==> config.mk <==
export PLATFORM = sky130hd
export DESIGN_NAME = pwm_regs_mc_flat
export DESIGN_NICKNAME = d
export VERILOG_FILES = /design/src/rtl/pwm_regs_mc_if.sv /design/src/rtl/pwm_regs_mc.sv /design/src/flat_wrapper.sv
export SDC_FILE = /design/constraint.sdc
export NUM_CORES = 1
export LEC_CHECK = 0
export CAP_MARGIN = 20
export CORE_ASPECT_RATIO = 2
export CORE_MARGIN = 2
export CORE_UTILIZATION = 55
export DETAILED_ROUTE_END_ITERATION = 10
export PLACE_DENSITY = 0.79
export SKIP_LAST_GASP = 1
export SYNTH_ARGS = -nofsm -noshare
export SYNTH_HDL_FRONTEND = slang
export SYNTH_SLANG_ARGS = --single-unit
==> constraint.sdc <==
create_clock -name clk -period 8.7 [get_ports clk]
set_clock_uncertainty 0.1 [all_clocks]
set_input_delay 2.175 -clock clk [delete_from_list [all_inputs] [get_ports clk]]
set_output_delay 2.175 -clock clk [all_outputs]
set_load 0.02 [all_outputs]
==> src/rtl/pwm_regs_mc_if.sv <==
`timescale 1ns/1ps
// Byte-wide decoder bus into the multi-channel PWM register bank.
// read/write are single-cycle strobes with no ready: a write lands on the edge it is high, data_read is valid combinationally while read is high.
interface pwm_regs_mc_if #(
   parameter int AW = 8
);
   logic          read;
   logic          write;
   logic [AW-1:0] addr;
   logic [7:0]    data_write;
   logic [7:0]    data_read;

   modport master (output read, write, addr, data_write, input data_read);
   modport slave  (input read, write, addr, data_write, output data_read);
endinterface

==> src/rtl/pwm_regs_mc.sv <==
`timescale 1ns/1ps
// Register bank for an NCH-channel PWM timer: staged/active compare, period and channel control,
// coherent counter snapshot and masked W1C compare-match interrupts.
module pwm_regs_mc #(
   parameter int NCH = 4,
   parameter int CW  = 16,
   parameter int AW  = 8
) (
   input  logic              clk,
   input  logic              rst_n,
   pwm_regs_mc_if.slave      bus,
   input  logic [CW-1:0]     counter_val,
   input  logic              update_evt,
   input  logic [NCH-1:0]    cmp_match,
   output logic [CW-1:0]     period,
   output logic              en,
   output logic              upnotdown,
   output logic              count_reset,
   output logic [7:0]        prescale,
   output logic [NCH-1:0]    pwm_en,
   output logic [2*NCH-1:0]  functions,
   output logic [NCH*CW-1:0] compare1,
   output logic [NCH*CW-1:0] compare2,
   output logic              irq
);
   localparam int NB = CW / 8;

   logic [CW-1:0]          period_stg, period_nxt, period_act;
   logic [NCH-1:0]         pen_stg, pen_nxt, pen_act;
   logic [NCH-1:0][1:0]    fn_stg, fn_nxt, fn_act;
   logic [NCH-1:0][CW-1:0] cmp1_stg, cmp1_nxt, cmp1_act;
   logic [NCH-1:0][CW-1:0] cmp2_stg, cmp2_nxt, cmp2_act;
   logic                   shadow_en;
   logic                   force_pend;
   logic [CW-1:0]          snap;
   logic [NCH-1:0]         status, mask, status_clr;
   logic                   wr_ctrl;
   int                     ad, ch, off;

   function automatic logic [7:0] get_byte(input logic [CW-1:0] v, input int k);
      get_byte = 8'h00;
      for (int i = 0; i < NB; i++)
         if (i == k) get_byte = v[8*i +: 8];
   endfunction

   function automatic logic [CW-1:0] put_byte(input logic [CW-1:0] v, input int k,
                                              input logic [7:0] b);
      put_byte = v;
      for (int i = 0; i < NB; i++)
         if (i == k) put_byte[8*i +: 8] = b;
   endfunction

   always_comb begin
      ad  = int'(bus.addr);
      ch  = ad / 16 - 1;
      off = ad % 16;
   end

   assign wr_ctrl    = bus.write && (ad == 0);
   assign status_clr = (bus.write && ad == 12) ? bus.data_write[NCH-1:0] : '0;

   // Staging values after this cycle's write; the active copies pick these up when unshadowed.
   always_comb begin
      period_nxt = period_stg;
      pen_nxt    = pen_stg;
      fn_nxt     = fn_stg;
      cmp1_nxt   = cmp1_stg;
      cmp2_nxt   = cmp2_stg;
      if (bus.write) begin
         if (ad >= 4 && ad < 8) period_nxt = put_byte(period_stg, ad - 4, bus.data_write);
         for (int n = 0; n < NCH; n++) begin
            if (ad >= 16 && ch == n) begin
               if (off == 0) begin
                  pen_nxt[n] = bus.data_write[0];
                  fn_nxt[n]  = bus.data_write[2:1];
               end
               if (off >= 4 && off < 8)
                  cmp1_nxt[n] = put_byte(cmp1_stg[n], off - 4, bus.data_write);
               if (off >= 8 && off < 12)
                  cmp2_nxt[n] = put_byte(cmp2_stg[n], off - 8, bus.data_write);
            end
         end
      end
   end

   always_ff @(posedge clk or negedge rst_n) begin
      if (!rst_n) begin
         period_stg <= '0;
         pen_stg    <= '0;
         fn_stg     <= '0;
         cmp1_stg   <= '0;
         cmp2_stg   <= '0;
      end else begin
         period_stg <= period_nxt;
         pen_stg    <= pen_nxt;
         fn_stg     <= fn_nxt;
         cmp1_stg   <= cmp1_nxt;
         cmp2_stg   <= cmp2_nxt;
      end
   end

   // A commit takes the pre-write staging value; a byte written on the commit edge waits for the next event.
   always_ff @(posedge clk or negedge rst_n) begin
      if (!rst_n) begin
         period_act <= '0;
         pen_act    <= '0;
         fn_act     <= '0;
         cmp1_act   <= '0;
         cmp2_act   <= '0;
      end else if (!shadow_en) begin
         period_act <= period_nxt;
         pen_act    <= pen_nxt;
         fn_act     <= fn_nxt;
         cmp1_act   <= cmp1_nxt;
         cmp2_act   <= cmp2_nxt;
      end else if (update_evt || force_pend) begin
         period_act <= period_stg;
         pen_act    <= pen_stg;
         fn_act     <= fn_stg;
         cmp1_act   <= cmp1_stg;
         cmp2_act   <= cmp2_stg;
      end
   end

   always_ff @(posedge clk or negedge rst_n) begin
      if (!rst_n) begin
         en          <= 1'b0;
         upnotdown   <= 1'b0;
         shadow_en   <= 1'b0;
         count_reset <= 1'b0;
         force_pend  <= 1'b0;
         prescale    <= 8'h00;
         mask        <= '0;
         status      <= '0;
         snap        <= '0;
      end else begin
         count_reset <= wr_ctrl && bus.data_write[2];
         force_pend  <= wr_ctrl && bus.data_write[4];
         if (wr_ctrl) begin
            en        <= bus.data_write[0];
            upnotdown <= bus.data_write[1];
            shadow_en <= bus.data_write[3];
         end
         if (bus.write && ad == 1)  prescale <= bus.data_write;
         if (bus.write && ad == 13) mask     <= bus.data_write[NCH-1:0];
         // Set beats clear when both land on the same bit.
         status <= (status & ~status_clr) | cmp_match;
         if (bus.read && ad == 8) snap <= counter_val;
      end
   end

   always_comb begin
      bus.data_read = 8'h00;
      if (bus.read) begin
         if (ad == 0)                bus.data_read = {4'b0, shadow_en, 1'b0, upnotdown, en};
         else if (ad == 1)           bus.data_read = prescale;
         else if (ad >= 4 && ad < 8) bus.data_read = get_byte(period_stg, ad - 4);
         else if (ad == 8)           bus.data_read = counter_val[7:0];
         else if (ad > 8 && ad < 12) bus.data_read = get_byte(snap, ad - 8);
         else if (ad == 12)          bus.data_read = 8'(status);
         else if (ad == 13)          bus.data_read = 8'(mask);
         else if (ad >= 16) begin
            for (int n = 0; n < NCH; n++) begin
               if (ch == n) begin
                  if (off == 0)                 bus.data_read = {5'b0, fn_stg[n], pen_stg[n]};
                  else if (off >= 4 && off < 8) bus.data_read = get_byte(cmp1_stg[n], off - 4);
                  else if (off >= 8 && off < 12) bus.data_read = get_byte(cmp2_stg[n], off - 8);
               end
            end
         end
      end
   end

   assign period    = period_act;
   assign pwm_en    = pen_act;
   assign functions = fn_act;
   assign compare1  = cmp1_act;
   assign compare2  = cmp2_act;
   assign irq       = |(status & mask);
endmodule

==> src/flat_wrapper.sv <==
// flat-port wrapper written by rule: the top's interface ports become plain ports
module pwm_regs_mc_flat 
#(
   parameter int NCH = 4,
   parameter int CW  = 16,
   parameter int AW  = 8
)
  (clk, rst_n, counter_val, update_evt, cmp_match, period, en, upnotdown, count_reset, prescale, pwm_en, functions, compare1, compare2, irq, bus_read, bus_write, bus_addr, bus_data_write, bus_data_read);
  pwm_regs_mc_if #(.AW(AW)) bus_i ();
  input  logic clk;
  input  logic rst_n;
  input  logic [CW-1:0] counter_val;
  input  logic update_evt;
  input  logic [NCH-1:0] cmp_match;
  output logic [CW-1:0] period;
  output logic en;
  output logic upnotdown;
  output logic count_reset;
  output logic [7:0] prescale;
  output logic [NCH-1:0] pwm_en;
  output logic [2*NCH-1:0] functions;
  output logic [NCH*CW-1:0] compare1;
  output logic [NCH*CW-1:0] compare2;
  output logic irq;
  input wire logic [$bits(bus_i.read)-1:0] bus_read;
  input wire logic [$bits(bus_i.write)-1:0] bus_write;
  input wire logic [$bits(bus_i.addr)-1:0] bus_addr;
  input wire logic [$bits(bus_i.data_write)-1:0] bus_data_write;
  output wire logic [$bits(bus_i.data_read)-1:0] bus_data_read;
  assign bus_i.read = bus_read;
  assign bus_i.write = bus_write;
  assign bus_i.addr = bus_addr;
  assign bus_i.data_write = bus_data_write;
  assign bus_data_read = bus_i.data_read;
  pwm_regs_mc #(.NCH(NCH), .CW(CW), .AW(AW)) u_core (.clk(clk), .rst_n(rst_n), .bus(bus_i), .counter_val(counter_val), .update_evt(update_evt), .cmp_match(cmp_match), .period(period), .en(en), .upnotdown(upnotdown), .count_reset(count_reset), .prescale(prescale), .pwm_en(pwm_en), .functions(functions), .compare1(compare1), .compare2(compare2), .irq(irq));
endmodule
### After elaboration in Yosys (flattened, before gate mapping)

Cells that the tools add are included.

| storage, ports and cells | value |
|---|---|
| register bits after elaboration | 349 |
| memory bits (read-only) | 0 |
| input port bits | 41 |
| memories kept | 0 |
| output and inout port bits | 176 |
| RAM bits | 0 |
| bits in latches | 0 |
| word-level logic and storage cells | 203 |

| cells by class | value |
|---|---|
| multiplexer cells | 112 |
| equality and inequality tests | 12 |
| bitwise logic cells | 4 |
| divide/modulo/power cells | 0 |
| $add $sub $neg | 5 |
| shift operators | 0 |
| multiply operators | 0 |
| magnitude comparators | 9 |
| reductions and logical operators | 24 |

Operator list:

| operator | number |
|---|---|
| 8-bit 2-to-1 mux | 66 |
| 64-bit 2-to-1 mux | 6 |
| 16-bit 2-to-1 mux | 20 |
| 32-bit logical NOT | 7 |
| 2-bit by 32-bit equality test with 1-bit output, first input constant | 4 |
| 32-bit by 3-bit equality test with 1-bit output, second input constant | 2 |
| 32-bit by 2-bit equality test with 1-bit output, second input constant | 1 |
| 8-bit by 5-bit equality test with 1-bit output, second input constant | 3 |
| 8-bit by 4-bit < comparator with 1-bit output, second input constant | 2 |
| 2-bit 2-to-1 mux | 8 |
| 4-bit 2-to-1 mux | 4 |
| 1-bit logical AND | 15 |
| 8-bit by 3-bit subtractor with 9-bit output, second input constant | 1 |
| 8-bit by 4-bit subtractor with 9-bit output, second input constant | 1 |
| 4-bit bitwise AND | 2 |
| 8-bit by 2-bit equality test with 1-bit output, second input constant | 1 |
| 8-bit by 3-bit >= comparator with 1-bit output, second input constant | 1 |
| 8-bit by 5-bit >= comparator with 1-bit output, second input constant | 1 |
| 8-bit by 4-bit greater-than comparator with 1-bit output, second input constant | 1 |
| 4-bit < comparator, second input constant | 2 |
| 1-bit 2-to-1 mux | 8 |
| 4-bit by 1-bit subtractor with 5-bit output, second input constant | 1 |
| 4-bit by 3-bit subtractor with 5-bit output, second input constant | 1 |
| 4-bit by 4-bit subtractor with 5-bit output, second input constant | 1 |
| other kinds (7) | 7 |

### Logic depth before layout (Yosys ltp)

Gate-level depths: netlist of the first run.

| logic depth | value |
|---|---|
| word-level depth | 29 |
| depth in mapped cells | 13 |
| mapped depth without buffers | 9 |

### Worst setup path before layout of the first run

OpenSTA, ideal clock, no wires.

| timing | value |
|---|---|
| path type | input to output |
| from | input bus_addr[3] |
| to | output bus_data_read[6] |
| stages on the path | 11 |
| path buffers | 3 |
| data required time | 6425 ps |
| data arrival time | 4889 ps |
| slack | 1536 ps |
| path through | buf_2 clkbuf_1 clkbuf_1 inv_1 ha_1 a311o_2 or4_4 o31a_1 o22ai_1 a21oi_1 o32ai_1 |

| on the way | value |
|---|---|
| longest elaborated chain between the ends | 29 |
| elaborated cells on any way between the ends | 76 |
| classes of those cells | 4 x add/sub; 9 x order compare; 8 x eq/ne; 45 x mux; 10 x reduce/logical |

Ends and longest elaborated chain:

| element | line | text |
|---|---|---|
| start: declaration | flat_wrapper.sv:27 | `input wire logic [$bits(bus_i.addr)-1:0] bus_addr;` |
| 4-bit by 4-bit subtractor with 5-bit output | pwm_regs_mc.sv:167 | `else if (off >= 8 && off < 12) bus.data_read = get_byte(cmp2_stg[n], off - 8);` |
| 32-bit logical NOT | pwm_regs_mc.sv:43 | `if (i == k) get_byte = v[8*i +: 8];` |
| 8-bit 2-to-1 mux (2 in series) | pwm_regs_mc.sv:43 |  |
| 8-bit 2-to-1 mux | pwm_regs_mc.sv:167 |  |
| 8-bit 2-to-1 mux | pwm_regs_mc.sv:166 | `else if (off >= 4 && off < 8) bus.data_read = get_byte(cmp1_stg[n], off - 4);` |
| 8-bit 2-to-1 mux | pwm_regs_mc.sv:165 | `if (off == 0) bus.data_read = {5'b0, fn_stg[n], pen_stg[n]};` |
| 8-bit 2-to-1 mux | pwm_regs_mc.sv:164 | `if (ch == n) begin` |
| 8-bit 2-to-1 mux | pwm_regs_mc.sv:167 |  |
| [12 not listed] | -- |  |
| 8-bit 2-to-1 mux | pwm_regs_mc.sv:161 | `else if (ad == 13) bus.data_read = 8'(mask);` |
| 8-bit 2-to-1 mux | pwm_regs_mc.sv:160 | `else if (ad == 12) bus.data_read = 8'(status);` |
| 8-bit 2-to-1 mux | pwm_regs_mc.sv:159 | `else if (ad > 8 && ad < 12) bus.data_read = get_byte(snap, ad - 8);` |
| 8-bit 2-to-1 mux | pwm_regs_mc.sv:158 | `else if (ad == 8) bus.data_read = counter_val[7:0];` |
| 8-bit 2-to-1 mux | pwm_regs_mc.sv:157 | `else if (ad >= 4 && ad < 8) bus.data_read = get_byte(period_stg, ad - 4);` |
| 8-bit 2-to-1 mux | pwm_regs_mc.sv:156 | `else if (ad == 1) bus.data_read = prescale;` |
| 8-bit 2-to-1 mux * | pwm_regs_mc.sv:155 | `if (ad == 0) bus.data_read = {4'b0, shadow_en, 1'b0, upnotdown, en};` |
| 8-bit 2-to-1 mux * | pwm_regs_mc.sv:154 | `if (bus.read) begin` |
| end: declaration | flat_wrapper.sv:29 | `output wire logic [$bits(bus_i.data_read)-1:0] bus_data_read;` |

Mark *: on every way between the ends. The rest lies on a longest branch, timed or not.

### Worst setup path in the final report of the first run

| timing | value |
|---|---|
| from | input bus_addr[2] |
| to | output bus_data_read[5] |

The elaborated chain is that of the path after synthesis.

==> results.sh, run 1 <==
export IMPL_die_x_um=128
export IMPL_core_area_um2=30600
export IMPL_start_util_pct=55.5
export IMPL_syn_area_um2=17000
export IMPL_async_flop_share_pct=100
export IMPL_cts_setup_buffers=0
export IMPL_antenna_found_initial=1
export IMPL_syn2layout_area_growth_pct=20.1
export IMPL_ys_ff_latch=346
export IMPL_firstDrtPassIters=7
export IMPL_drv_cap=0
export IMPL_muxShareOfSynthArea_pct=24.8
export IMPL_hpwl_um=38000
export IMPL_synthAdderAreaFrac_pct=0.221
export IMPL_drc_errors=0
export IMPL_tightest_slew_ns=0.968
export IMPL_path_clk_slew_ns=0.06
export IMPL_setup_viol=0
export IMPL_fin_crit_sh_pct=94.9
export IMPL_cp_arrival_ns=5.98
export IMPL_ir_drop_v=0.000191
export IMPL_p_leak_nw=9.36
export IMPL_cts_max_path_buffers=3
export IMPL_wirelength_um=53300
export IMPL_synth_xor_area_share_pct=0.0515
export IMPL_endpoint_kind="output pin"
export IMPL_max_slew_margin_pct=35.4
export IMPL_final_util_pct=66.7
export IMPL_drt_iter0_drc=993
export IMPL_viasPerCell=6.12
export IMPL_ctsRootBufferMaster="clkbuf_16"
export IMPL_tns_ns=0
export IMPL_die_y_um=253
export IMPL_drtAntennaViolNets=0
export IMPL_cts_made_buffers=29
export IMPL_synthFlopType="dfrtp_1"
export IMPL_crit_path_end="bus_data_read[5]"
export IMPL_finalNetCount=1747
export IMPL_synth_top_family_by_area="multiplexers"
export IMPL_ctsResizeCount=0
export IMPL_most_common_layout_cells="dfrtp_1 (345), nand2_1 (209), clkdlybuf4s50_1 (209), mux2i_1 (206), mux2_2 (192)"
export IMPL_grt_pass1_wl_um=81600
export IMPL_die_area_um2=32400
export IMPL_r2r_start="u_core.shadow_en"
export IMPL_overflow=0
export IMPL_cp_max_fo=14
export IMPL_syn_area_per_cell_um2=11.0
export IMPL_synthSimpleGateAreaFrac_pct=9.41
export IMPL_drive_above_1_share_pct=18.4
export IMPL_r2r_cells=3
export IMPL_hold_viol_final=0
export IMPL_worstSkewPairLatency_ns=0.58
export IMPL_outcome="finished, final reports clean"
export IMPL_synth_warnings=0
export IMPL_maxSlewViolCount=0
export IMPL_num_vias=12800
export IMPL_ioPinCount=217
export IMPL_seq_area_frac_synth_pct=50.9
export IMPL_hold_path_class="reg -> reg"
export IMPL_cts_sinks=346
export IMPL_gp_congestion=0.989
export IMPL_crit_required_ns=6.43
export IMPL_grt_pass1_vias=13200
export IMPL_max_freq_mhz=121
export IMPL_period_needed_ns=8.25
export IMPL_worstHoldStart="u_core.compare1[10]"
export IMPL_mostFrequentLayoutCell="dfrtp_1"
export IMPL_power_mw=3.59
export IMPL_synth_edf_count=0
export IMPL_grt_use_total_pct=33.3
export IMPL_cts_hold_fix_buffers=0
export IMPL_rows=91
export IMPL_cts_tree="yes"
export IMPL_h_tree_depth=1
export IMPL_yosysUniqueCellTypes=73
export IMPL_whs_ns=0.381
export IMPL_worstSetupStartpointType="input pin"
export IMPL_rsz0062_at_grt="no"
export IMPL_power_density_nw_per_um2=176
export IMPL_detail_route_wl_per_cell_um=25.4
export IMPL_grt_max_degree=201
export IMPL_synth_compound_area_share_pct=11.2
export IMPL_path_class="in -> out"
export IMPL_reg2reg_slack_ns=5.93
export IMPL_syn_inst=1545
export IMPL_portBuffers=216
export IMPL_startpoint="bus_addr[2]"
export IMPL_syn_num_nets=1589
export IMPL_reg2reg_to="u_core.compare2[17]"
==> power breakdown <==
group | leakage (nW) | internal, mW | switching (mW) | total, mW
logic | 4.12 | 0.170 | 0.261 | 0.431
clock network | 0.486 | 0.808 | 0.613 | 1.42
registers | 4.75 | 1.68 | 0.0568 | 1.74
==> critical path, cell delays in order <==
cell             delay [ns]
clkdlybuf4s50_1        0.84
nor2b_1                0.82
buf_4                  0.30
a221oi_1               0.10
a311oi_1               0.34
a31oi_1                0.11
a21oi_1                0.27
a211oi_1               0.08
nor3_1                 0.27
clkdlybuf4s50_1        0.67
==> registers in the layout, summed over array words and instances, names as in the netlist, 8 cells and up <==
| register | count |
|---|---|
| u_core.period | 16 |
| u_core.cmp1_stg | 64 |
| u_core.fn_stg | 8 |
| u_core.cmp2_stg | 64 |
| u_core.compare1 | 64 |
| u_core.compare2 | 64 |
| u_core.period_stg | 16 |
| u_core.functions | 8 |
| u_core.prescale | 8 |
| u_core.snap | 13 |
==> area by class of cell <==
type                            count  area [um2]
Sequential cell                   346        8660
Multi-Input combinational cell   1067        7780
Antenna cell                        1        2.50
Fill cell                        2281       10200
Clock inverter                     17         251
Clock buffer                       35         768
Tap cell                          372         465
Timing Repair Buffer              252        2460
Inverter                            7        26.3
==> Yosys cell counts, types with 10 or more instances <==
master      n  area share [%]
mux2i_1   206              12
buf_2      22            0.65
nand2_1   209             4.6
nand3_1    27            0.79
clkbuf_1   85             1.9
o21ai_0   188             5.5
mux2_2    192              13
o21ai_1    21            0.62
dfrtp_1   346              51
a21oi_1    37             1.1
o22ai_1    12            0.44
buf_4      10            0.44
nor2_1     20            0.44
==> cell families after synthesis <==
family	Yosys count
buffers and inverters	132
muxes	398
DFF	346
and+or+nand+nor	336
xor gates and xnor gates	1
AOI/OAI and AO/OA	329
adders and majority gates	3
==> metrics by stage <==
stage | instance area [um2] | instances | setup WS, ns
floorplan | 17000 | 1545 | 1.54
global placement | 19400 | 2042 | 0.589
detailed placement | 19400 | 2042 | 0.510
CTS | 20400 | 2094 | 0.479
global route | 20400 | 2096 | 0.247
finish | 20400 | 2097 | 0.447
==> per-layer routing <==
layer  up-vias  part of all wire [%]  track usage (%)
met4         0                   6.3             18.2
met5         -                     0                0
met1      6442                    40             41.8
met3       114                   4.5             3.62
li1       5840                     -                -
met2       433                    50             56.1
==> how the worst min path moves through the flow <==
stage / to / slack [ns] / depth (start not counted)
2_1_floorplan: u_core.status[1] / 0.37 / 1
3_3_place_gp: u_core.functions[1] / 0.36 / 2
3_5_place_dp: u_core.compare1[52] / 0.37 / 2
4_1_cts: u_core.compare2[21] / 0.39 / 2
5_1_grt: u_core.compare1[48] / 0.41 / 2
6_report: u_core.compare1[10] / 0.38 / 2
Power figures use the tool's default switching activity.
==> inputs of run 2 (changes only) <==
--- a/config.mk
+++ b/config.mk
@@ -9,6 +9,7 @@
 export CORE_ASPECT_RATIO = 2
 export CORE_MARGIN = 2
 export CORE_UTILIZATION = 55
+export CTS_BUF_LIST = sky130_fd_sc_hd__clkbuf_2
 export DETAILED_ROUTE_END_ITERATION = 10
 export PLACE_DENSITY = 0.79
 export SKIP_LAST_GASP = 1
==> results.sh, run 2 (synthesis results as in run 1) <==
export IMPL_worstSkewPairLatency_ns=0.95
export IMPL_crit_top_cell="clkdlybuf4s50_1"
export IMPL_drc_errors=0
export IMPL_critPathTopFamily="buffers and inverters"
export IMPL_path_class="in -> out"
export IMPL_antenna_found_initial=1
export IMPL_final_util_pct=65.5
export IMPL_power_density_nw_per_um2=158
export IMPL_cts_max_path_buffers=3
export IMPL_overflow=0
export IMPL_ctsRootBufferMaster="clkbuf_2"
export IMPL_max_slew_margin_pct=32.2
export IMPL_cts_setup_buffers=0
export IMPL_rows=91
export IMPL_die_area_um2=32400
export IMPL_drv_cap=0
export IMPL_r2r_start="u_core.shadow_en"
export IMPL_period_needed_ns=8.26
export IMPL_core_area_um2=30600
export IMPL_h_tree_depth=3
export IMPL_instances_no_fill=2171
export IMPL_worstSetupStartpointType="input pin"
export IMPL_drtAntennaViolNets=0
export IMPL_ctsResizeCount=0
export IMPL_fin_crit_sh_pct=95.0
export IMPL_tns_ns=0
export IMPL_max_stage_delay_ns=0.86
export IMPL_ir_drop_v=0.000133
export IMPL_p_leak_nw=9.38
export IMPL_cts_sinks=346
export IMPL_wl_met3_um=2310
export IMPL_drive_above_1_share_pct=21.4
export IMPL_syn2layout_area_growth_pct=18.0
export IMPL_gp_congestion=0.989
export IMPL_die_y_um=253
export IMPL_rsz0062_at_grt="no"
export IMPL_tightest_slew_ns=1.02
export IMPL_drt_iter0_drc=852
export IMPL_critPathBufInv=3
export IMPL_maxUsedRoutingLayer="met4"
export IMPL_endpoint_kind="output pin"
export IMPL_detail_route_wl_per_cell_um=24.7
export IMPL_ioPinCount=217
export IMPL_hold_path_class="reg -> reg"
export IMPL_finalNetCount=1794
export IMPL_die_x_um=128
export IMPL_cp_cell_sequence="clkdlybuf4s50_1, nor2b_1, buf_4, a221oi_1, a311oi_1, a31oi_1, a21oi_1, a211oi_1, nor3_1, clkdlybuf4s50_1"
export IMPL_grt_use_total_pct=33.6
export IMPL_met1_length_um=21400
export IMPL_cts_tree="yes"
export IMPL_grt_pass1_wl_um=81700
export IMPL_viasPerCell=6.01
export IMPL_grt_max_degree=201
export IMPL_cts_hold_fix_buffers=0
export IMPL_dp_cells=2042
export IMPL_cpMaxStageDelayCell="clkdlybuf4s50_1"
export IMPL_cp_arrival_ns=5.99
export IMPL_hpwl_um=38000
export IMPL_portBuffers=216
export IMPL_max_freq_mhz=121
export IMPL_crit_required_ns=6.43
export IMPL_cp_max_fo=14
export IMPL_maxSlewViolCount=0
export IMPL_cts_made_buffers=76
export IMPL_worstHoldStart="u_core.compare1[52]"
export IMPL_mostFrequentLayoutCell="dfrtp_1"
export IMPL_startpoint="bus_addr[2]"
export IMPL_setup_viol=0
export IMPL_most_common_layout_cells="dfrtp_1 (345), nand2_1 (209), clkdlybuf4s50_1 (209), mux2i_1 (206), mux2_2 (192)"
export IMPL_outcome="finished, final reports clean"
export IMPL_wirelength_um=53500
export IMPL_hold_viol_final=0
export IMPL_path_clk_slew_ns=0.09
export IMPL_num_vias=13100
export IMPL_grt_pass1_vias=13500
export IMPL_start_util_pct=55.5
export IMPL_reg2reg_slack_ns=5.89
export IMPL_wl_met2_um=26700
export IMPL_firstDrtPassIters=6
run 2: worst reg2reg max path, stage by stage (launching register included):
cell and delay [ns]:
dfrtp_4 0.88, nor3b_2 0.53, buf_4 0.74, o21ai_0 0.34
run 2: path summary, 6_finish.rpt:
check / to / cells past startpoint
worst max-delay path: bus_data_read[5] / 10
worst min-delay path: u_core.compare1[52] / 2
worst max register to register: u_core.compare2[17] / 3
worst min register to register: u_core.compare1[52] / 2
max in group asynchronous: u_core.cmp2_stg[4] / 2
min in group asynchronous: u_core.cmp2_stg[59] / 1
run 2: area by class of cell:
| type | instances | area, um2 |
|---|---|---|
| diodes | 2 | 5.00 |
| clock buffers | 106 | 531 |
| clock inverters | 19 | 133 |
| fillers | 2376 | 10600 |
| inverters | 7 | 26.3 |
| multi-input cells | 1067 | 7780 |
| flip-flops and latches | 346 | 8660 |
| well taps | 372 | 465 |
| repair buffers | 252 | 2460 |
run 2: power by group:
group	internal (mW)	switching [mW]
logic	0.170	0.261
registers	1.68	0.0567
clock network	0.384	0.625
run 2: per-layer routing:
metal | global-route usage (%) | vias to the layer above
met3 | 5.44 | 107
met1 | 41.7 | 6546
met5 | 0 | -
li1 | - | 5967
met4 | 19.2 | 0
met2 | 55.5 | 432
run 2: metrics by stage:
step / area [um2] / setup WS (ns) / hold slack [ns] / power (mW)
2_1_floorplan: 17000 / 1.54 / 0.366 / 1.97
3_3_place_gp: 19400 / 0.589 / 0.364 / 2.18
3_5_place_dp: 19400 / 0.510 / 0.370 / 2.19
4_1_cts: 20000 / 0.479 / 0.392 / 3.21
5_1_grt: 20100 / 0.246 / 0.413 / 3.31
6_report: 20100 / 0.435 / 0.387 / 3.18
==> inputs of run 3 (changes only) <==
--- a/config.mk
+++ b/config.mk
@@ -9,7 +9,7 @@
 export CORE_ASPECT_RATIO = 2
 export CORE_MARGIN = 2
 export CORE_UTILIZATION = 55
-export CTS_BUF_LIST = sky130_fd_sc_hd__clkbuf_2
+export CTS_BUF_LIST = sky130_fd_sc_hd__clkbuf_8
 export DETAILED_ROUTE_END_ITERATION = 10
 export PLACE_DENSITY = 0.79
 export SKIP_LAST_GASP = 1
==> constraint.sdc (replaced) <==
create_clock -name clk -period 8.7 [get_ports clk]
set_clock_uncertainty 0.1 [all_clocks]
set_input_delay 0.87 -clock clk [delete_from_list [all_inputs] [get_ports clk]]
set_output_delay 0.87 -clock clk [all_outputs]
set_load 0.02 [all_outputs]
==> results.sh, run 3 (synthesis results as in run 1) <==
export IMPL_core_area_um2=30600
export IMPL_period_needed_ns=6.07
export IMPL_rsz0062_at_grt="no"
export IMPL_drv_cap=0
export IMPL_cts_made_buffers=49
export IMPL_critPathTopFamily="simple AND/OR/NAND/NOR gates"
export IMPL_die_area_um2=32400
export IMPL_ioPinCount=217
export IMPL_drtAntennaViolNets=0
export IMPL_fin_crit_sh_pct=69.7
export IMPL_final_area_um2=20400
export IMPL_critPathBufInv=3
export IMPL_firstDrtPassIters=5
export IMPL_tightest_slew_ns=1.04
export IMPL_r2r_cells=4
export IMPL_setup_viol=0
export IMPL_whs_ns=0.268
export IMPL_n_fill_cell=2214
export IMPL_most_common_layout_cells="dfrtp_1 (345), nand2_1 (209), clkdlybuf4s50_1 (209), mux2i_1 (206), mux2_2 (192)"
export IMPL_syn2layout_area_growth_pct=19.8
export IMPL_rows=91
export IMPL_outcome="finished, final reports clean"
export IMPL_path_clk_slew_ns=0.07
export IMPL_overflow=0
export IMPL_power_mw=3.56
export IMPL_portBuffers=216
export IMPL_endpoint_kind="output pin"
export IMPL_r2r_start="u_core.shadow_en"
export IMPL_grt_pass1_vias=13600
export IMPL_cts_setup_buffers=0
export IMPL_cp_cell_sequence="clkdlybuf4s50_1, inv_2, ha_1, nand2b_1, nor3_1, nor2b_1, a21oi_1, o211a_1, or3_1, o31ai_1, clkdlybuf4s50_1"
export IMPL_grt_max_degree=207
export IMPL_gp_congestion=0.984
export IMPL_wirelength_um=55800
export IMPL_grt_pass1_wl_um=84700
export IMPL_cp_arrival_ns=5.10
export IMPL_startpoint="bus_addr[4]"
export IMPL_crit_required_ns=7.73
export IMPL_cts_sinks=346
export IMPL_mostFrequentLayoutCell="dfrtp_1"
export IMPL_cp_depth=11
export IMPL_hold_viol_final=0
export IMPL_drive_above_1_share_pct=19.0
export IMPL_drc_errors=0
export IMPL_detail_route_wl_per_cell_um=26.4
export IMPL_max_slew_margin_pct=30.9
export IMPL_num_vias=13100
export IMPL_cts_max_path_buffers=3
export IMPL_viasPerCell=6.18
export IMPL_antenna_found_initial=1
export IMPL_finalNetCount=1754
export IMPL_ctsResizeCount=0
export IMPL_p_leak_nw=9.40
export IMPL_worstSkewPairLatency_ns=0.60
export IMPL_drt_iter0_drc=1075
export IMPL_cts_tree="yes"
export IMPL_cpMaxStageDelayCell="nor2b_1"
export IMPL_cp_max_fo=12
export IMPL_maxSlewViolCount=0
export IMPL_die_x_um=128
export IMPL_place_area_um2=19200
export IMPL_cts_hold_fix_buffers=0
export IMPL_start_util_pct=55.5
export IMPL_crit_top_cell="clkdlybuf4s50_1"
export IMPL_hpwl_um=39400
export IMPL_hold_path_class="in -> async"
export IMPL_max_stage_delay_ns=0.78
export IMPL_power_density_nw_per_um2=175
export IMPL_ir_drop_v=0.000193
export IMPL_ctsRootBufferMaster="clkbuf_8"
export IMPL_n_antenna_cell=0
export IMPL_tns_ns=0
export IMPL_worstSetupStartpointType="input pin"
export IMPL_h_tree_depth=2
export IMPL_die_y_um=253
export IMPL_path_class="in -> out"
export IMPL_grt_use_total_pct=34.9
export IMPL_max_freq_mhz=165
## run 3: cell type report
class / count / area, um2 / area share [%]
sequential: 346 / 8660 / 42.5
multi-input combinational: 1067 / 7780 / 38.2
timing repair buffer: 239 / 2360 / 11.6
clock buffer: 63 / 867 / 4.26
tap: 372 / 465 / 2.29
clock inverter: 22 / 203 / 0.995
inverter: 7 / 26.3 / 0.129
## run 3: worst paths after layout
check | to | slack (ns)
worst max register to register | u_core.compare2[35] | 5.69
max in group asynchronous | u_core.compare1[20] | 6.91
worst min register to register | u_core.functions[3] | 0.38
worst min-delay path | u_core.compare2[60] | 0.27
worst max-delay path | bus_data_read[2] | 2.63
min in group clk | u_core.functions[3] | 0.38
## run 3: layer usage
metal	share of wire (%)	track usage, %	vias up	wire length [um]
li1	-	-	5863	-
met1	39	43.2	6664	22000
met2	51	59.8	436	28400
met3	3.8	3.83	116	2150
met4	5.7	18.3	0	3210
met5	0	0	-	0
## run 3: metrics by stage
stage,std cells,setup WS (ns),util (%)
after floorplan,1545,4.15,-
after global placement,2029,2.81,62.8
final,2116,2.63,66.5
after global routing,2116,2.44,66.5
after detailed placement,2029,2.78,62.8
after CTS,2114,2.74,66.3
## run 3: power breakdown
group          total [mW]  internal, mW  switching, mW
sequential           1.74          1.68         0.0560
clock                1.38         0.766          0.618
combinational       0.436         0.168          0.268
